File: src/rtl/rv32_m_pkg.sv
// Shared RV32M divide definitions: operand width, div_op encodings and divider FSM states.
package rv32_m_pkg;
  localparam int XLEN = 32;
  localparam logic [XLEN-1:0] DIV_OVF_DIVIDEND = {1'b1, {(XLEN-1){1'b0}}};

  typedef enum logic [1:0] {
    OP_DIV  = 2'b00,
    OP_DIVU = 2'b01,
    OP_REM  = 2'b10,
    OP_REMU = 2'b11
  } div_op_t;

  typedef enum logic [1:0] {
    IDLE = 2'b00,
    CALC = 2'b01,
    DONE = 2'b10
  } div_state_t;

  function automatic logic [XLEN-1:0] abs_val(input logic [XLEN-1:0] v, input logic is_signed);
    return (is_signed && v[XLEN-1]) ? -v : v;
  endfunction
endpackage

File: src/rtl/div_step.sv
// One restoring division step: shift the next dividend bit into the partial remainder, subtract if it fits.
module div_step
  import rv32_m_pkg::*;
(
  input  logic [XLEN-1:0] i_rem,
  input  logic [XLEN-1:0] i_quo,
  input  logic [XLEN-1:0] i_divisor,
  output logic [XLEN-1:0] o_rem,
  output logic [XLEN-1:0] o_quo
);
  // One extra bit: the shifted remainder can exceed XLEN bits when the divisor is above 2^(XLEN-1).
  logic [XLEN:0]   w_shift;
  logic [XLEN-1:0] w_diff;

  always_comb begin
    w_shift = {i_rem, i_quo[XLEN-1]};
    w_diff  = w_shift[XLEN-1:0] - i_divisor;
    if (w_shift >= {1'b0, i_divisor}) begin
      o_rem = w_diff;
      o_quo = {i_quo[XLEN-2:0], 1'b1};
    end else begin
      o_rem = w_shift[XLEN-1:0];
      o_quo = {i_quo[XLEN-2:0], 1'b0};
    end
  end
endmodule

File: src/rtl/div_unit.sv
// Iterative radix-2 RV32M divider (DIV/DIVU/REM/REMU) with pipeline stall handshake.
// Optional DIV_RESULT_CACHE_EN: reuse last quotient/remainder for repeated operands.
module div_unit
  import rv32_m_pkg::*;
(
  input  logic            i_clk,
  input  logic            i_rst_n,
  input  logic            i_start,
  input  logic [1:0]      i_div_op,
  input  logic [XLEN-1:0] i_op_a,
  input  logic [XLEN-1:0] i_op_b,
  input  logic            i_flush,
  output logic [XLEN-1:0] o_res,
  output logic            o_div_stall,
  output logic            o_done
);
  localparam int CW = $clog2(XLEN);

  div_state_t      r_state, w_next;
  logic [CW-1:0]   r_count;
  logic [XLEN-1:0] r_rem, r_quo, r_absb, r_res;
  logic            r_neg_q, r_neg_r, r_is_rem;

  logic            w_signed, w_is_rem, w_go, w_b_zero, w_ovf, w_special;
  logic [XLEN-1:0] w_abs_a, w_abs_b, w_sp_quo, w_sp_rem;
  logic [XLEN-1:0] w_step_rem, w_step_quo, w_fin_quo, w_fin_rem;
  logic            w_hit;
  logic [XLEN-1:0] w_hit_quo, w_hit_rem;

  assign w_signed  = ~i_div_op[0];
  assign w_is_rem  = i_div_op[1];
  assign w_go      = i_start & ~i_flush;
  assign w_abs_a   = abs_val(i_op_a, w_signed);
  assign w_abs_b   = abs_val(i_op_b, w_signed);
  assign w_b_zero  = (i_op_b == '0);
  assign w_ovf     = w_signed & (i_op_a == DIV_OVF_DIVIDEND) & (&i_op_b);
  assign w_special = w_b_zero | w_ovf;
  assign w_sp_quo  = w_b_zero ? '1 : DIV_OVF_DIVIDEND;
  assign w_sp_rem  = w_b_zero ? i_op_a : '0;

  div_step u_step (
    .i_rem     (r_rem),
    .i_quo     (r_quo),
    .i_divisor (r_absb),
    .o_rem     (w_step_rem),
    .o_quo     (w_step_quo)
  );

  assign w_fin_quo = r_neg_q ? -w_step_quo : w_step_quo;
  assign w_fin_rem = r_neg_r ? -w_step_rem : w_step_rem;

`ifdef DIV_RESULT_CACHE_EN
  logic            r_c_valid, r_c_signed, r_key_signed;
  logic [XLEN-1:0] r_c_a, r_c_b, r_c_quo, r_c_rem, r_key_a, r_key_b;

  assign w_hit     = r_c_valid & (r_c_a == i_op_a) & (r_c_b == i_op_b) & (r_c_signed == w_signed);
  assign w_hit_quo = r_c_quo;
  assign w_hit_rem = r_c_rem;

  // Flush leaves the cache alone: a completed result stays correct for its operands.
  always_ff @(posedge i_clk or negedge i_rst_n) begin
    if (!i_rst_n) begin
      r_c_valid    <= 1'b0;
      r_c_signed   <= 1'b0;
      r_c_a        <= '0;
      r_c_b        <= '0;
      r_c_quo      <= '0;
      r_c_rem      <= '0;
      r_key_a      <= '0;
      r_key_b      <= '0;
      r_key_signed <= 1'b0;
    end else begin
      if (r_state == IDLE && w_go) begin
        r_key_a      <= i_op_a;
        r_key_b      <= i_op_b;
        r_key_signed <= w_signed;
        if (w_special && !w_hit) begin
          r_c_valid  <= 1'b1;
          r_c_a      <= i_op_a;
          r_c_b      <= i_op_b;
          r_c_signed <= w_signed;
          r_c_quo    <= w_sp_quo;
          r_c_rem    <= w_sp_rem;
        end
      end
      if (r_state == CALC && !i_flush && r_count == '0) begin
        r_c_valid  <= 1'b1;
        r_c_a      <= r_key_a;
        r_c_b      <= r_key_b;
        r_c_signed <= r_key_signed;
        r_c_quo    <= w_fin_quo;
        r_c_rem    <= w_fin_rem;
      end
    end
  end
`else
  assign w_hit     = 1'b0;
  assign w_hit_quo = '0;
  assign w_hit_rem = '0;
`endif

  always_ff @(posedge i_clk or negedge i_rst_n) begin
    if (!i_rst_n) r_state <= IDLE;
    else          r_state <= w_next;
  end

  always_comb begin
    w_next = r_state;
    case (r_state)
      IDLE:    if (w_go) w_next = (w_special || w_hit) ? DONE : CALC;
      CALC:    if (r_count == '0) w_next = DONE;
      DONE:    w_next = IDLE;
      default: w_next = IDLE;
    endcase
    if (i_flush) w_next = IDLE;
  end

  assign o_div_stall = i_rst_n & ((r_state == CALC) | ((r_state == IDLE) & w_go));
  assign o_done      = (r_state == DONE) & ~i_flush;
  assign o_res       = r_res;

  always_ff @(posedge i_clk or negedge i_rst_n) begin
    if (!i_rst_n) begin
      r_count  <= '0;
      r_rem    <= '0;
      r_quo    <= '0;
      r_absb   <= '0;
      r_neg_q  <= 1'b0;
      r_neg_r  <= 1'b0;
      r_is_rem <= 1'b0;
      r_res    <= '0;
    end else begin
      case (r_state)
        IDLE: if (w_go) begin
          r_rem    <= '0;
          r_quo    <= w_abs_a;
          r_absb   <= w_abs_b;
          r_neg_q  <= w_signed & (i_op_a[XLEN-1] ^ i_op_b[XLEN-1]);
          r_neg_r  <= w_signed & i_op_a[XLEN-1];
          r_is_rem <= w_is_rem;
          r_count  <= CW'(XLEN - 1);
          if (w_hit)          r_res <= w_is_rem ? w_hit_rem : w_hit_quo;
          else if (w_special) r_res <= w_is_rem ? w_sp_rem : w_sp_quo;
        end
        CALC: if (!i_flush) begin
          r_rem <= w_step_rem;
          r_quo <= w_step_quo;
          if (r_count == '0) r_res   <= r_is_rem ? w_fin_rem : w_fin_quo;
          else               r_count <= r_count - 1'b1;
        end
        default: ;
      endcase
    end
  end

  a_start_held: assert property (@(posedge i_clk) disable iff (!i_rst_n)
    (r_state == CALC && !i_flush) |-> i_start);
endmodule

File: config.mk
export PLATFORM = sky130hd
export DESIGN_NAME = div_unit
export DESIGN_NICKNAME = d
export VERILOG_FILES = /design/src/rtl/rv32_m_pkg.sv /design/src/rtl/div_step.sv /design/src/rtl/div_unit.sv
export SDC_FILE = /design/constraint.sdc
export NUM_CORES = 1
export LEC_CHECK = 0
export ABC_AREA = 1
export CORE_MARGIN = 2
export CORE_UTILIZATION = 50
export DETAILED_ROUTE_END_ITERATION = 10
export PLACE_DENSITY_LB_ADDON = 0.15
export SLEW_MARGIN = 10
export SYNTH_ARGS = -nofsm -noshare
export SYNTH_HDL_FRONTEND = slang
export SYNTH_HIERARCHICAL = 1
export SYNTH_SLANG_ARGS = --single-unit
File: constraint.sdc
create_clock -name i_clk -period 2.8 [get_ports i_clk]
set_input_delay 0.28 -clock i_clk [delete_from_list [all_inputs] [get_ports i_clk]]
set_output_delay 0.28 -clock i_clk [all_outputs]
set_load 0.02 [all_outputs]
* Word level (Yosys, flattened, before mapping) *
Cells that the tools add are included.
W data, S select, Z words.

cells by class
  add/sub/neg operators = 6
  order comparisons = 1
  equality and inequality tests = 10
  multiplexer cells = 30
  bitwise gates (word level) = 13
  reduce and logical (&&, ||, !) cells = 12

operators by type and width
  kind                    count
  $mux W32                16
  $pmux W32 S2            3
  $neg A32 Y32            4
  $ge A33 B32 Y1          1
  $eq A32 B32 Y1 const B  1
  $logic_not A32 Y1       1
  $reduce_and A32 Y1      1
  $sub A32 B32 Y32        1
  $mux W31                1
  $mux W5                 3
  $ne A2 B2 Y1 const B    5
  $pmux W5 S2             1
  $and A1 B1 Y1           8
  $mux W2                 4
  $ne A3 B3 Y1 const B    2
  $logic_not A5 Y1        1
  $reduce_and A5 Y1       1
  $sub A5 B1 Y5 const B   1
  $pmux W2 S2             1
  $reduce_and A2 Y1       2
  $reduce_and A4 Y1       1
  $reduce_and A3 Y1       1
  $eq A2 B1 Y1 const B    1
  $eq A2 B2 Y1 const B    1
  7 further kinds         10

word-level totals
  register bits = 138
  bits of input ports = 70
  output and inout port bits = 34
  logic and storage cells = 81

* Longest topological paths before layout *
  depth in word-level cells = 8
  mapped depth = 29
  mapped depth without buffers = 28

* Hierarchy *
Netlist, hierarchy kept.

modules (own cells, without submodules)
  module    instances  cells an instance  area an instance (sq um)  sequential area each (sq um)
  div_unit  1          1590               10038.4                   3453.3
  div_step  1          681                3417.0                    0.0

* Least setup slack after synthesis *
Ideal clock, no wire load.

  kind = register to register
  from = register r_rem[2]
  to = register r_res[16] (netlist: o_res[16])
  library setup time = 77 ps
  arrival time = 2890 ps
  required time = 2723 ps
  path slack = -168 ps
  stages on the path, launching flop included = 26
  buffers on the path = 0
  period minus slack after synthesis = 2968 ps
  cells stage by stage = dfrtp_1 > ha_1 > nand2_2 > inv_1 > nand2_1 > nand2_1 > nand2_1 > nand3_2 > nand2_2 > nand2_2 > nand2_4 > nand2_8 > nand2_1 > o21ai_0 > inv_1 > ha_1 > nand2_1 > nand2_1 > nand2_1 > nor2_2 > nand2_1 > nand2_1 > nand2_1 > o21ai_0 > nand2_1 > a21oi_1

between the ends
  cells in the longest elaborated chain, start to end = 8
  elaborated cells between the ends (all ways) = 12
  classes of those cells = add/sub: 3; order compare: 1; mux: 8

ends and longest elaborated chain
  what                     line             source
  start, declared          div_unit.sv:21   logic [XLEN-1:0] r_rem, r_quo, r_absb, r_res;
  start signal, assigned   div_unit.sv:146  r_rem <= w_step_rem;
  $ge A33 B32 Y1           div_step.sv:18   if (w_shift >= {1'b0, i_divisor}) begin
  $mux W32                 div_step.sv:18
  named net w_step_rem[0]  div_unit.sv:26   logic [XLEN-1:0] w_step_rem, w_step_quo, w_fin_quo, w_fin_rem;
  $neg A32 Y32             div_unit.sv:50   assign w_fin_rem = r_neg_r ? -w_step_rem : w_step_rem;
  $mux W32                 div_unit.sv:50
  $mux W32 (2 in series)   div_unit.sv:148  if (r_count == '0) r_res <= r_is_rem ? w_fin_rem : w_fin_quo;
  $mux W32                 div_unit.sv:145  CALC: if (!i_flush) begin
  $pmux W32 S2             div_unit.sv:133  case (r_state)
  end signal, assigned     div_unit.sv:142  if (w_hit) r_res <= w_is_rem ? w_hit_rem : w_hit_quo;
  end signal, assigned     div_unit.sv:143  else if (w_special) r_res <= w_is_rem ? w_sp_rem : w_sp_quo;
  end signal, assigned     div_unit.sv:148
  end, declared            div_unit.sv:21

The timed path passes the listed nets, and every way through them passes these cells. The select of a mux whose other input is x is not followed.
A chain may end at the register's enable or synchronous reset.

* Worst setup path after layout *
  from = register r_absb[30]
  to = register r_res[12] (netlist: o_res[12])

between the ends
  cells in the longest elaborated chain, start to end = 8
  elaborated cells between the ends (all ways) = 11
  classes of those cells = add/sub: 2; order compare: 1; mux: 8

ends and longest elaborated chain
  what                     line             source
  start, declared          div_unit.sv:21
  start signal, assigned   div_unit.sv:137  r_absb <= w_abs_b;
  $ge A33 B32 Y1           div_step.sv:18
  $mux W32                 div_step.sv:18
  named net w_step_rem[0]  div_unit.sv:26
  $neg A32 Y32             div_unit.sv:50
  $mux W32                 div_unit.sv:50
  $mux W32 (2 in series)   div_unit.sv:148
  $mux W32                 div_unit.sv:145
  $pmux W32 S2             div_unit.sv:133

The timed path passes the listed nets, and every way through them passes these cells. The select of a mux whose other input is x is not followed.

==> impl_metrics.ini <==
[status]
outcome = finished with violations
violations = negative setup slack

[hold_path]
hold_path_class = in2async

[grt]
gr-total-overflow = 0
grt_max_degree = 114
grt_pass1_wl_um = 84100
grtUsageTotal_pct = 38.2
antenna_found_initial = 0
grt_pass1_vias = 15771

[sta]
min_period_ns = 3.32
slew-limit-headroom_pct = 42.1
max_freq_mhz = 301
drv_slew = 0
finalCritPeriodShare_pct = 118
finalSetupViolCount = 31
final.setup.tns_ns = -12.72
clock_skew_ns = 0.0270
rsz0062_at_grt = true
hold_violations = 0
worst_slack_ns = -0.517
worstMarginPinSlew_ns = 0.868

[synthesis]
ys_ff_latch = 138
synth_compound_area_share_pct = 11.5
synth_cell_types = 50
synth_area_leaders = dfrtp_1, nand2_1, inv_1, nor2_1, nand3_1
syn_inst = 2271
avgSynthCellArea_um2 = 5.92
synth_top_area_share_pct = 25.7
synth_fa_ha_area_share_pct = 3.78
synth_top_family_by_area = simple AND/OR/NAND/NOR gates
synth_top_cell_by_area = dfrtp_1
synth_simple_gate_area_share_pct = 43.4
ys_warn_count = 6
syn_nets = 2381
synthXorXnorAreaFrac_pct = 3.12
synth-edff-count = 0
ys_seq_area_share_pct = 25.7
ys.flop_type = dfrtp_1
syn-cell-area_mm2 = 0.0135
muxShareOfSynthArea_pct = 0
async_reset_ff_share_pct = 100

[clocking]
clock_latency_ns = 0.45
clockBufferDepth = 2
cts_made_buffers = 17
ctsRootBufferMaster = clkbuf_16
h-tree-depth = 4
postCtsHoldBufs = 0
clock_sinks = 138
cts_tree = yes
clkTransAtPathRegs_ns = 0.08

[cells_and_area]
drive_gt1_share_pct = 26.0
fin_cells = 2975
final_nets = 2731
final_common_cell = nand2_1
layout_common_cells = nand2_1, buf_4, inv_1, nor2_1, nand3_1
antenna_cells = 0
syn2layout_area_growth_pct = 41.5

[detailed_routing]
drtIter0Drc = 1886
ant_nets = 0
route.met2.wl_um = 24100
wl_um = 55300
firstDrtPassIters = 6
wl_met1_um = 23700
vias = 16798
top_layer = met4
wl_per_cell_um = 18.6
met3_length_um = 5040
vias_per_cell = 5.65
drc = 0

[place]
dp.cells = 2897
portBuffers = 103
place.gp.congestion = 1.01
dp_hpwl_um = 40500

[critical_path]
end_kind = flip-flop
cpPeakStageDelay_ns = 0.39
path_max_fanout = 7
critPathSlowestCell = dfrtp_1
crit_path_frequent_cell = nand2_1
start_kind = flip-flop
arrival_ns = 3.67
path_class = reg2reg
worst-endpoint-required_ns = 3.15

[floorplan]
die_w_um = 168
io_pins = 104
core_mm2 = 0.0267
die-height_um = 168
die_area_mm2 = 0.0282
start_util_pct = 50.5
num_rows = 60

[job]
drv_cap = 0
[worst paths after layout]
path	from	slack, ns	cells after the start	endpoint
worst max-delay path	r_absb[30]	-0.52	25	o_res[12]
worst min-delay path	i_rst_n	0.04	2	o_res[5]
worst max register to register	r_absb[30]	-0.52	25	o_res[12]
worst min register to register	o_res[10]	0.47	2	o_res[10]
max in group asynchronous	i_rst_n	1.68	3	r_rem[22]
min in group i_clk	o_res[10]	0.47	2	o_res[10]
[cell usage after synthesis (2+ instances only)]
cell type	instances
a21boi_0	2
a21o_1	2
a21oi_1	93
and2_1	8
buf_1	10
buf_2	26
buf_4	32
buf_6	4
clkbuf_1	31
dfrtp_1	138
ha_1	39
inv_1	279
inv_2	6
nand2_1	791
nand2_2	4
nand3_1	195
nand3_2	20
nand3b_1	17
nand4_1	30
nor2_1	266
nor2_2	14
nor2_4	2
nor3_1	17
nor3_2	2
nor4_1	3
o211ai_1	10
o21ai_0	117
o21ai_1	8
o221ai_1	9
o31ai_1	29
or2_2	2
xnor2_1	6
xor2_1	42
[sequential cells by signal, indices dropped and copies added (netlist names)]
signal	flops
r_absb	32
r_state	2
r_neg_r	1
o_res	32
r_is_rem	1
r_neg_q	1
r_count	5
r_rem	32
r_quo	32
[final cells by class]
class / instances / area, um2
clock buffer: 19 / 443
fill: 2267 / 7610
inverter: 288 / 1100
timing repair buffer: 435 / 3780
sequential: 138 / 3460
clock inverter: 13 / 134
multi-input combinational: 1741 / 9700
tap: 341 / 427
[stage by stage]
step           setup slack (ns)  hold WS (ns)  cell area (um2)  utilization, %
3_5_place_dp             -0.702         0.464            16700            62.6
3_3_place_gp             -0.670         0.465            16700            62.6
4_1_cts                  -0.394        0.0559            18500            69.4
5_1_grt                  -0.665         0.102            19000            71.4
2_1_floorplan           0.00583       -0.0156            13600               -
6_report                 -0.517        0.0397            19000            71.4
[routing by layer]
metal | vias to the layer above | track usage, %
li1 | 7919 | -
met1 | 7797 | 52.8
met2 | 910 | 59.5
met3 | 172 | 6.70
met4 | 0 | 15.2
met5 | - | 0
[worst max-delay path: cells and delay by family (launching register included)]
kind | cells | cell delay (ns)
AOI/OAI and AO/OA | 4 | 0.61
adders and majority gates | 2 | 0.39
buffers and inverters | 5 | 0.65
DFF | 1 | 0.39
and+or+nand+nor | 14 | 1.19
[logic make-up (layout without fill, tap and decap cells)]
group,Yosys count,count (layout)
AND/OR/NAND/NOR,1375,1376
buffers and inverters,393,755
flip-flops,138,138
AO/OA/AOI/OAI,277,277
adder cells (fa/ha/maj),40,40
XOR/XNOR,48,48
[what timing repair did]
action | in CTS | in global routing
resized for setup | 237 | 107
pin swaps | 91 | 53
buffers inserted | 34 | 14
setup endpoints to repair | 46 | 52
cloned | 3 | 0
Power is left out: the tool's default activity adds up to more than one toggle a clock period on the data nets, which glitch-free logic cannot reach.
